**config.mk**
```make
export PLATFORM = sky130hd
export DESIGN_NAME = next_pc_predictor_flat
export DESIGN_NICKNAME = d
export VERILOG_FILES = /design/src/rtl/next_pc_predictor_if.sv /design/src/rtl/next_pc_predictor.sv /design/src/flat_wrapper.sv
export SDC_FILE = /design/constraint.sdc
export NUM_CORES = 1
export LEC_CHECK = 0
export CELL_PAD_IN_SITES_DETAIL_PLACEMENT = 0
export CELL_PAD_IN_SITES_GLOBAL_PLACEMENT = 2
export CORE_MARGIN = 2
export CORE_UTILIZATION = 35
export CTS_BUF_LIST = sky130_fd_sc_hd__clkbuf_8
export DETAILED_ROUTE_END_ITERATION = 8
export PLACE_DENSITY_LB_ADDON = 0.08
export SETUP_SLACK_MARGIN = 0.15
export SLEW_MARGIN = 20
export SYNTH_ARGS = -nofsm -noshare
export SYNTH_HDL_FRONTEND = slang
export SYNTH_SLANG_ARGS = --single-unit
```
**constraint.sdc**
```tcl
create_clock -name CLK -period 5.95 [get_ports CLK]
set_clock_uncertainty 0.1 [all_clocks]
set_input_delay 0.8925 -clock CLK [delete_from_list [all_inputs] [get_ports CLK]]
set_output_delay 0.8925 -clock CLK [all_outputs]
set_load 0.03 [all_outputs]
```
**src/rtl/next_pc_predictor_if.sv**
```systemverilog
// Fetch/resolve/redirect bundle for next_pc_predictor.
// NPC_GSHARE_EN adds the global-history ports Fetch_GHR and Resolve_GHR.
interface next_pc_predictor_if #(
  parameter int ADDR_W = 32
`ifdef NPC_GSHARE_EN
  , parameter int IDX_W = 4
`endif
);
  logic [ADDR_W-1:0] Fetch_PC;
  logic [ADDR_W-1:0] Predicted_PC;
  logic              Predict_Taken;
  logic              Resolve_Valid;
  logic [ADDR_W-1:0] Resolve_PC;
  logic              Resolve_IsJump;
  logic              Resolve_Taken;
  logic [ADDR_W-1:0] Resolve_Target;
  logic              Resolve_PredTaken;
  logic [ADDR_W-1:0] Resolve_PredPC;
  logic              Redirect;
  logic [ADDR_W-1:0] Redirect_PC;
`ifdef NPC_GSHARE_EN
  logic [IDX_W-1:0]  Fetch_GHR;
  logic [IDX_W-1:0]  Resolve_GHR;

  modport master (
    output Fetch_PC, Resolve_Valid, Resolve_PC, Resolve_IsJump, Resolve_Taken,
           Resolve_Target, Resolve_PredTaken, Resolve_PredPC, Resolve_GHR,
    input  Predicted_PC, Predict_Taken, Redirect, Redirect_PC, Fetch_GHR
  );
  modport slave (
    input  Fetch_PC, Resolve_Valid, Resolve_PC, Resolve_IsJump, Resolve_Taken,
           Resolve_Target, Resolve_PredTaken, Resolve_PredPC, Resolve_GHR,
    output Predicted_PC, Predict_Taken, Redirect, Redirect_PC, Fetch_GHR
  );
`else
  modport master (
    output Fetch_PC, Resolve_Valid, Resolve_PC, Resolve_IsJump, Resolve_Taken,
           Resolve_Target, Resolve_PredTaken, Resolve_PredPC,
    input  Predicted_PC, Predict_Taken, Redirect, Redirect_PC
  );
  modport slave (
    input  Fetch_PC, Resolve_Valid, Resolve_PC, Resolve_IsJump, Resolve_Taken,
           Resolve_Target, Resolve_PredTaken, Resolve_PredPC,
    output Predicted_PC, Predict_Taken, Redirect, Redirect_PC
  );
`endif
endinterface

```
**src/rtl/next_pc_predictor.sv**
```systemverilog
// Direct-mapped BTB next-PC predictor trained by EX-stage resolution, with registered redirect.
// Define NPC_GSHARE_EN to replace per-entry counters by a GHR-indexed gshare counter array.
module next_pc_predictor #(
  parameter int ADDR_W = 32,
  parameter int IDX_W  = 4,
  parameter int TAG_W  = 10,
  parameter int CTR_W  = 2
) (
  input logic               CLK,
  input logic               RESET,
  next_pc_predictor_if.slave bus
);
  localparam int ENTRIES = 1 << IDX_W;
  localparam logic [CTR_W-1:0]  CTR_WNT = {1'b0, {(CTR_W-1){1'b1}}};
  localparam logic [CTR_W-1:0]  CTR_WT  = {1'b1, {(CTR_W-1){1'b0}}};
  localparam logic [CTR_W-1:0]  CTR_MAX = {CTR_W{1'b1}};
  localparam logic [CTR_W-1:0]  CTR_MIN = {CTR_W{1'b0}};
  localparam logic [CTR_W-1:0]  CTR_ONE = {{(CTR_W-1){1'b0}}, 1'b1};
  localparam logic [ADDR_W-1:0] PC_STEP = {{(ADDR_W-3){1'b0}}, 3'b100};

  function automatic logic [IDX_W-1:0] idx_of(input logic [ADDR_W-1:0] pc);
    return pc[IDX_W+1:2];
  endfunction

  function automatic logic [TAG_W-1:0] tag_of(input logic [ADDR_W-1:0] pc);
    return pc[IDX_W+2+TAG_W-1:IDX_W+2];
  endfunction

  function automatic logic [CTR_W-1:0] sat_ctr(input logic [CTR_W-1:0] c, input logic up);
    if (up) begin
      return (c == CTR_MAX) ? c : c + CTR_ONE;
    end else begin
      return (c == CTR_MIN) ? c : c - CTR_ONE;
    end
  endfunction

  logic              valid_r  [ENTRIES];
  logic [TAG_W-1:0]  tag_r    [ENTRIES];
  logic [ADDR_W-1:0] target_r [ENTRIES];
  logic              isjump_r [ENTRIES];
`ifdef NPC_GSHARE_EN
  logic [CTR_W-1:0]  pht_r    [ENTRIES];
  logic [IDX_W-1:0]  ghr_r;
`else
  logic [CTR_W-1:0]  ctr_r    [ENTRIES];
`endif
  logic              redirect_r;
  logic [ADDR_W-1:0] redirect_pc_r;

  logic [IDX_W-1:0]  f_idx_s;
  logic              f_hit_s;
  logic              f_dir_s;
  logic [IDX_W-1:0]  r_idx_s;
  logic              r_hit_s;
  logic              r_taken_s;
  logic              mispredict_s;
  logic [ADDR_W-1:0] r_next_pc_s;

  // Fetch-side lookup on registered table contents (no update bypass)
  always_comb begin
    f_idx_s = idx_of(bus.Fetch_PC);
    f_hit_s = valid_r[f_idx_s] && (tag_r[f_idx_s] == tag_of(bus.Fetch_PC));
`ifdef NPC_GSHARE_EN
    f_dir_s = pht_r[f_idx_s ^ ghr_r][CTR_W-1];
`else
    f_dir_s = ctr_r[f_idx_s][CTR_W-1];
`endif
    bus.Predict_Taken = f_hit_s && (isjump_r[f_idx_s] || f_dir_s);
    if (bus.Predict_Taken) begin
      bus.Predicted_PC = target_r[f_idx_s];
    end else begin
      bus.Predicted_PC = bus.Fetch_PC + PC_STEP;
    end
  end

  // Resolve-side lookup and misprediction detection; jumps always count as taken
  always_comb begin
    r_idx_s      = idx_of(bus.Resolve_PC);
    r_hit_s      = valid_r[r_idx_s] && (tag_r[r_idx_s] == tag_of(bus.Resolve_PC));
    r_taken_s    = bus.Resolve_Taken || bus.Resolve_IsJump;
    mispredict_s = bus.Resolve_Valid &&
                   ((r_taken_s != bus.Resolve_PredTaken) ||
                    (r_taken_s && (bus.Resolve_Target != bus.Resolve_PredPC)));
    if (r_taken_s) begin
      r_next_pc_s = bus.Resolve_Target;
    end else begin
      r_next_pc_s = bus.Resolve_PC + PC_STEP;
    end
  end

  // BTB training and redirect register
  always_ff @(posedge CLK) begin
    if (RESET) begin
      for (int i = 0; i < ENTRIES; i++) begin
        valid_r[i]  <= 1'b0;
        tag_r[i]    <= {TAG_W{1'b0}};
        target_r[i] <= {ADDR_W{1'b0}};
        isjump_r[i] <= 1'b0;
`ifndef NPC_GSHARE_EN
        ctr_r[i]    <= CTR_WNT;
`endif
      end
      redirect_r    <= 1'b0;
      redirect_pc_r <= {ADDR_W{1'b0}};
    end else if (bus.Resolve_Valid) begin
      if (r_hit_s) begin
`ifndef NPC_GSHARE_EN
        if (!bus.Resolve_IsJump) begin
          ctr_r[r_idx_s] <= sat_ctr(ctr_r[r_idx_s], r_taken_s);
        end
`endif
        if (r_taken_s) begin
          target_r[r_idx_s] <= bus.Resolve_Target;
          isjump_r[r_idx_s] <= bus.Resolve_IsJump;
        end
      end else if (r_taken_s) begin
        valid_r[r_idx_s]  <= 1'b1;
        tag_r[r_idx_s]    <= tag_of(bus.Resolve_PC);
        target_r[r_idx_s] <= bus.Resolve_Target;
        isjump_r[r_idx_s] <= bus.Resolve_IsJump;
`ifndef NPC_GSHARE_EN
        ctr_r[r_idx_s]    <= CTR_WT;
`endif
      end
      redirect_r <= mispredict_s;
      if (mispredict_s) begin
        redirect_pc_r <= r_next_pc_s;
      end
    end else begin
      redirect_r <= 1'b0;
    end
  end

`ifdef NPC_GSHARE_EN
  // Gshare counters train at the history snapshot taken at fetch; GHR is repaired on a mispredict
  always_ff @(posedge CLK) begin
    if (RESET) begin
      for (int i = 0; i < ENTRIES; i++) begin
        pht_r[i] <= CTR_WNT;
      end
      ghr_r <= {IDX_W{1'b0}};
    end else if (bus.Resolve_Valid) begin
      if (!bus.Resolve_IsJump) begin
        pht_r[r_idx_s ^ bus.Resolve_GHR] <= sat_ctr(pht_r[r_idx_s ^ bus.Resolve_GHR], r_taken_s);
      end
      if (mispredict_s) begin
        ghr_r <= bus.Resolve_IsJump ? bus.Resolve_GHR
                                    : {bus.Resolve_GHR[IDX_W-2:0], r_taken_s};
      end else if (!bus.Resolve_IsJump) begin
        ghr_r <= {ghr_r[IDX_W-2:0], r_taken_s};
      end
    end
  end

  assign bus.Fetch_GHR = ghr_r;
`endif

  assign bus.Redirect    = redirect_r;
  assign bus.Redirect_PC = redirect_pc_r;
endmodule

```
**src/flat_wrapper.sv**
```systemverilog
// flat-port wrapper written by rule: the top's interface ports become plain ports
module next_pc_predictor_flat 
#(
  parameter int ADDR_W = 32,
  parameter int IDX_W  = 4,
  parameter int TAG_W  = 10,
  parameter int CTR_W  = 2
)
  (CLK, RESET, bus_Fetch_PC, bus_Resolve_Valid, bus_Resolve_PC, bus_Resolve_IsJump, bus_Resolve_Taken, bus_Resolve_Target, bus_Resolve_PredTaken, bus_Resolve_PredPC, bus_Predicted_PC, bus_Predict_Taken, bus_Redirect, bus_Redirect_PC);
  next_pc_predictor_if #(.ADDR_W(ADDR_W)) bus_i ();
  input logic CLK;
  input logic RESET;
  input wire logic [$bits(bus_i.Fetch_PC)-1:0] bus_Fetch_PC;
  input wire logic [$bits(bus_i.Resolve_Valid)-1:0] bus_Resolve_Valid;
  input wire logic [$bits(bus_i.Resolve_PC)-1:0] bus_Resolve_PC;
  input wire logic [$bits(bus_i.Resolve_IsJump)-1:0] bus_Resolve_IsJump;
  input wire logic [$bits(bus_i.Resolve_Taken)-1:0] bus_Resolve_Taken;
  input wire logic [$bits(bus_i.Resolve_Target)-1:0] bus_Resolve_Target;
  input wire logic [$bits(bus_i.Resolve_PredTaken)-1:0] bus_Resolve_PredTaken;
  input wire logic [$bits(bus_i.Resolve_PredPC)-1:0] bus_Resolve_PredPC;
  output wire logic [$bits(bus_i.Predicted_PC)-1:0] bus_Predicted_PC;
  output wire logic [$bits(bus_i.Predict_Taken)-1:0] bus_Predict_Taken;
  output wire logic [$bits(bus_i.Redirect)-1:0] bus_Redirect;
  output wire logic [$bits(bus_i.Redirect_PC)-1:0] bus_Redirect_PC;
  assign bus_i.Fetch_PC = bus_Fetch_PC;
  assign bus_i.Resolve_Valid = bus_Resolve_Valid;
  assign bus_i.Resolve_PC = bus_Resolve_PC;
  assign bus_i.Resolve_IsJump = bus_Resolve_IsJump;
  assign bus_i.Resolve_Taken = bus_Resolve_Taken;
  assign bus_i.Resolve_Target = bus_Resolve_Target;
  assign bus_i.Resolve_PredTaken = bus_Resolve_PredTaken;
  assign bus_i.Resolve_PredPC = bus_Resolve_PredPC;
  assign bus_Predicted_PC = bus_i.Predicted_PC;
  assign bus_Predict_Taken = bus_i.Predict_Taken;
  assign bus_Redirect = bus_i.Redirect;
  assign bus_Redirect_PC = bus_i.Redirect_PC;
  next_pc_predictor #(.ADDR_W(ADDR_W), .IDX_W(IDX_W), .TAG_W(TAG_W), .CTR_W(CTR_W)) u_core (.CLK(CLK), .RESET(RESET), .bus(bus_i));
endmodule
```
# Word level (Yosys, flattened, before mapping)

Memories as Yosys holds them, arrays and structs flattened.
Cells that the tools add are included.

Input bits: 134
Output and inout bits: 66
Memories kept: 5
Flip-flop bits (word level): 33
Logic and storage cells: 79
Bits in writable memories: 736

Memories:

| name            | words | bits a word | read ports | clocked after Yosys merged registers in | write ports | RTL line                | RTL |
|---|---|---|---|---|---|---|---|
| u_core.target_r | 16    | 32          | 1          | 0                                       | 16          | next_pc_predictor.sv:39 | `logic [ADDR_W-1:0] target_r [ENTRIES];` |
| u_core.tag_r    | 16    | 10          | 2          | 0                                       | 16          | next_pc_predictor.sv:38 | `logic [TAG_W-1:0] tag_r [ENTRIES];` |
| u_core.ctr_r    | 16    | 2           | 2          | 0                                       | 16          | next_pc_predictor.sv:45 | `logic [CTR_W-1:0] ctr_r [ENTRIES];` |
| u_core.isjump_r | 16    | 1           | 1          | 0                                       | 16          | next_pc_predictor.sv:40 | `logic isjump_r [ENTRIES];` |
| u_core.valid_r  | 16    | 1           | 2          | 0                                       | 16          | next_pc_predictor.sv:37 | `logic valid_r [ENTRIES];` |

Multiplexer cells: 43
Reductions and logical operators: 16
$add $sub $neg: 4
Equal/unequal tests: 5
Bitwise gates (word level): 4

Operators with widths:

| operator              | count |
|---|---|
| $mux 32               | 4 |
| $add 32x3->32 const B | 2 |
| $ne 32x32->1          | 1 |
| $reduce_or 32->1      | 1 |
| $mux 1                | 24 |
| $eq 10x10->1          | 2 |
| $mux 4                | 5 |
| $mux 2                | 9 |
| $mux 10               | 1 |
| $reduce_or 10->1      | 1 |
| $logic_and 1x1->1     | 5 |
| $reduce_or 2->1       | 2 |
| $logic_or 1x1->1      | 3 |
| $or 1x1->1            | 3 |
| $add 2x1->2 const B   | 1 |
| $eq 2x2->1 const B    | 1 |
| $logic_not 2->1       | 1 |
| $reduce_and 2->1      | 1 |
| $reduce_or 1->1       | 2 |
| $sub 2x1->2 const B   | 1 |
| $ne 1x1->1            | 1 |
| $not 1->1             | 1 |

# Longest topological paths before layout

An unclocked memory read counts as a cell.

Depth in word-level cells: 10
Gate-level depth with buffers: 14
Depth with buffers taken out: 9

# Worst setup path before layout

OpenSTA, ideal clock, no wires.

Path kind: in2out
From: input port bus_Fetch_PC[2]
To: output port bus_Predicted_PC[10]
Path buffers: 5
Required time: 4.958 ns
Setup slack: 1.202 ns
Cell stages on the path: 8
Data arrival time: 3.755 ns
Cell sequence: buf_4 -> buf_2 -> buf_2 -> buf_2 -> buf_1 -> mux4_2 -> mux4_2 -> mux2_2

Cells in the longest elaborated chain, start to end: 5
Elaborated cells on any way between the ends: 11
Classes of those cells: 1 x add/sub; 1 x eq/ne; 1 x mux; 3 x reduce/logical; 5 x memory

Ends and longest elaborated chain:

| what              | RTL line                | RTL |
|---|---|---|
| from (decl)       | flat_wrapper.sv:13      | `input wire logic [$bits(bus_i.Fetch_PC)-1:0] bus_Fetch_PC;` |
| $mem_v2 16x10     | -                       |  |
| $eq 10x10->1      | next_pc_predictor.sv:62 | `f_hit_s = valid_r[f_idx_s] && (tag_r[f_idx_s] == tag_of(bus.Fetch_PC));` |
| $logic_and 1x1->1 | next_pc_predictor.sv:62 |  |
| $logic_and 1x1->1 | next_pc_predictor.sv:68 | `bus.Predict_Taken = f_hit_s && (isjump_r[f_idx_s] \|\| f_dir_s);` |
| $mux 32 (*)       | next_pc_predictor.sv:69 | `if (bus.Predict_Taken) begin` |
| to (decl)         | flat_wrapper.sv:21      | `output wire logic [$bits(bus_i.Predicted_PC)-1:0] bus_Predicted_PC;` |

Mark *: on every way between the ends. The rest lies on a longest branch, timed or not.

# Worst setup path after layout

From: input port bus_Fetch_PC[2]
To: output port bus_Predicted_PC[0]

The elaborated chain is that of the path after synthesis.

==> flow_summary_export.csv <==
group,metric,value,unit
finish,fin_util,41.41,%
clock_network,postCtsSetupBuffers,0,
global_route,grt_first_pass_wirelength,200300,um
logic_synthesis,synth-main-ff-cell,"edfxtp_1",
floorplan,num_io_pins,200,
drt,drcViolationCount,0,
drt,postRouteAntennaNets,0,
worst_setup_path,reg2reg_depth,9,
finish,final_cell_mix,"edfxtp_1, and2_1, mux4_2",
clock_network,clk_pin_slew,60,ps
power_and_ir_drop,clkPwrFrac,38.9,%
clock_network,hold_buffers,0,
clock_network,clk_latency,850,ps
clock_network,cts_tree,"yes",
logic_synthesis,ys_async_sr_fraction,0,%
finish,mostFrequentLayoutCell,"edfxtp_1",
timing,period_needed,5523,ps
logic_synthesis,avgSynthCellArea,13.93,sq um
worst_hold_path,holdPathStages,2,
power_and_ir_drop,p_per_area,285.5,nW/um^2
run,cap_violations,0,
worst_hold_path,min_path_type,"flop to flop",
worst_setup_path,crit_required,4960,ps
power_and_ir_drop,switchingPower,3.414,mW
power_and_ir_drop,combPwrFrac,11.9,%
place,dp_hpwl,89380,um
floorplan,die-height,334.4,um
global_route,grt_use_total,25.69,%
worst_setup_path,regToRegSetupSlack,1980,ps
timing,max_freq,181.1,MHz
run_status,status,"complete, no violations",
logic_synthesis,ys_types,54,
clock_network,cts_buffers,144,
place,place_inst,4217,
timing,period_share,92.83,%
finish,fillers,9950,
worst_setup_path,crit_arrival,4530,ps
power_and_ir_drop,switching_share,26.61,%
place,place_congestion,0.8233,
logic_synthesis,ys_ff_latch,769,
worst_setup_path,worst_setup_path_start_kind,"input port",
timing,fin_setup_tns,0,ps
timing,slew_headroom,30.08,%
timing,report.final.slew_viol_count,0,
floorplan,rows,121,
logic_synthesis,netlist_instances,2743,
global_route,antenna_found_initial,21,
floorplan,core_area,108600,sq um
worst_setup_path,rr_endpoint,"u_core.ctr_r[4][1]$_SDFFCE_PN0P_",
clock_network,clock-sinks,769,
floorplan,die_w,334.4,um
worst_setup_path,path_max_fanout,33,
power_and_ir_drop,power.internal,9.419,mW
logic_synthesis,synth_nets,2882,
global_route,grt_pass1_vias,26080,
drt,routed_via_density,5.569,
drt,dr_total_vias,24930,
finish,drive_gt1_share,21.84,%
power_and_ir_drop,seqPwrFrac,49.3,%
timing,hold_violations,0,
clock_network,clockBufferDepth,3,
worst_setup_path,crit_path_end_kind,"output port",
logic_synthesis,yosys-top-cells-area,"edfxtp_1, mux4_2, and2_1",
worst_hold_path,min_from,"u_core.bus.Redirect_PC[8]$_SDFFE_PP0P_",
finish,syn_to_final_growth,17.66,%
global_route,grt_max_degree,130,
drt,drtIter0Drc,2586,
power_and_ir_drop,ir_worst_vdd,0.1474,mV
finish,fin_nets,3088,
logic_synthesis,synth_top_area_share,56.59,%
clock_network,cts_resized,0,
floorplan,start_util,35.20,%
timing,worst_slack,426.8,ps
logic_synthesis,yosysWarningCount,0,
worst_hold_path,hold_end,"u_core.bus.Redirect_PC[8]$_SDFFE_PP0P_",
drt,firstDrtPassIters,5,
logic_synthesis,ys_seq_area_share,59.16,%
logic_synthesis,synth_area,38210,sq um
logic_synthesis,synth_largest_area_cell,"edfxtp_1",
floorplan,die_area,111800,sq um
timing,rsz0062_at_grt,"no",
place,preCtsSetupSlack,404.5,ps
logic_synthesis,synth_edf_count,720,
power_and_ir_drop,p_leak,15.88,nW
timing,setup_viol,0,
place,io_buffers,199,
finish,final_cells,4477,
worst_setup_path,critical_path_class,"input port to output port",
timing,worst_slew_pin_slew,1046,ps
drt,wl_per_cell,31.97,um
drt,wirelength,143200,um
clock_network,h-tree-depth,4,
global_route,overflow,0,
clock_network,cts-root-buf,"clkbuf_8",
worst_setup_path,reg2reg_from,"u_core.tag_r[11][1]$_SDFFCE_PN0P_",
-- registers in the layout (all words and copies together), names as in the netlist --
register	flops
u_core.bus.Redirect_PC	32
u_core.tag_r	160
u_core.bus.Redirect	1
u_core.valid_r	16
u_core.ctr_r	32
u_core.target_r	512
u_core.isjump_r	16
-- synth_stat cells (3+ instances only) --
master	number
buf_4	17
nand4_1	13
o2111ai_1	3
mux2_2	33
clkbuf_1	184
mux4_2	244
nand3_1	55
xnor2_1	64
nor4_1	9
buf_1	37
nor2b_1	5
o21ai_1	13
ha_1	5
and2_1	467
nand2_1	109
a31oi_1	4
mux2i_1	87
buf_6	8
xor2_1	56
dfxtp_1	49
and3_1	84
o21ai_0	69
a211oi_1	4
edfxtp_1	720
a21oi_1	23
o211ai_1	27
inv_1	27
nor3b_1	4
nor3_1	24
a22oi_1	10
nand2b_1	3
buf_2	26
nand2_2	10
and4_1	3
a21o_1	3
nor2_1	223
-- cell families (layout without fill, tap and decap cells) --
family / Yosys count / after routing / synth area share (%)
fa+ha+maj: 6 / 6 / 0.1899
compound gates: 167 / 167 / 2.639
other cells: 0 / 4 / 0
xor+xnor: 120 / 120 / 2.751
simple gates: 1017 / 1017 / 14.27
buf+inv: 300 / 616 / 3.357
mux: 364 / 364 / 17.63
flops: 769 / 769 / 59.16
-- per-layer routing --
layer / track usage [%] / wire, um / vias up
met5: 0 / 25 / -
met4: 6.086 / 2832 / 4
met3: 5.193 / 11360 / 181
met2: 41.12 / 67470 / 1103
met1: 35.96 / 61470 / 13090
li1: - / - / 10560
-- per-stage QoR --
| stage | cell area, sq um | total power, mW | hold slack (ps) |
|---|---|---|---|
| CTS | 44940 | 12.95 | 401.8 |
| finish | 44950 | 12.83 | 394.2 |
| global placement | 42260 | 7.953 | 375.3 |
| global route | 44950 | 13.26 | 419.2 |
| detailed placement | 42260 | 7.969 | 376.5 |
| floorplan | 38210 | 7.231 | 340.6 |
-- layout make-up --
type	count	area, sq um	share of cell area (%)
diodes	4	10.01	0.02227
multi-input cells	1674	14490	32.23
clock buffers	149	2051	4.562
well taps	1414	1769	3.936
clock inverters	107	630.6	1.403
repair buffers	332	3299	7.340
inverters	28	105.1	0.2338
flip-flops and latches	769	22600	50.28
-- worst max-delay path, stage by stage --
cell and delay [ps]:
buf_8 330, buf_4 640, mux4_2 410, o211ai_1 400, o2111ai_1 320, nand3b_1 310, buf_12 210, mux2_2 250
clkdlybuf4s50_1 660
-- power groups by stage --
stage               sequential (mW)  clock, mW  combinational (mW)
CTS                            6.32       5.08                1.54
global route                   6.35       5.30                1.60
global placement               6.42          0                1.54
floorplan                      6.41          0               0.822
finish                         6.32       4.99                1.52
detailed placement             6.43          0                1.54
-- how the worst max path moves through the flow --
stage / startpoint / depth (start not counted) / endpoint / slack (ps)
3_5_place_dp: bus_Fetch_PC[2] / 9 / bus_Predicted_PC[8] / 400
5_1_grt: bus_Fetch_PC[2] / 9 / bus_Predicted_PC[0] / 300
2_1_floorplan: bus_Fetch_PC[2] / 8 / bus_Predicted_PC[10] / 1200
4_1_cts: bus_Fetch_PC[2] / 9 / bus_Predicted_PC[0] / 400
6_report: bus_Fetch_PC[2] / 9 / bus_Predicted_PC[0] / 430
3_3_place_gp: bus_Fetch_PC[2] / 9 / bus_Predicted_PC[0] / 440
Note: power is estimated with default switching activity, not from simulation.
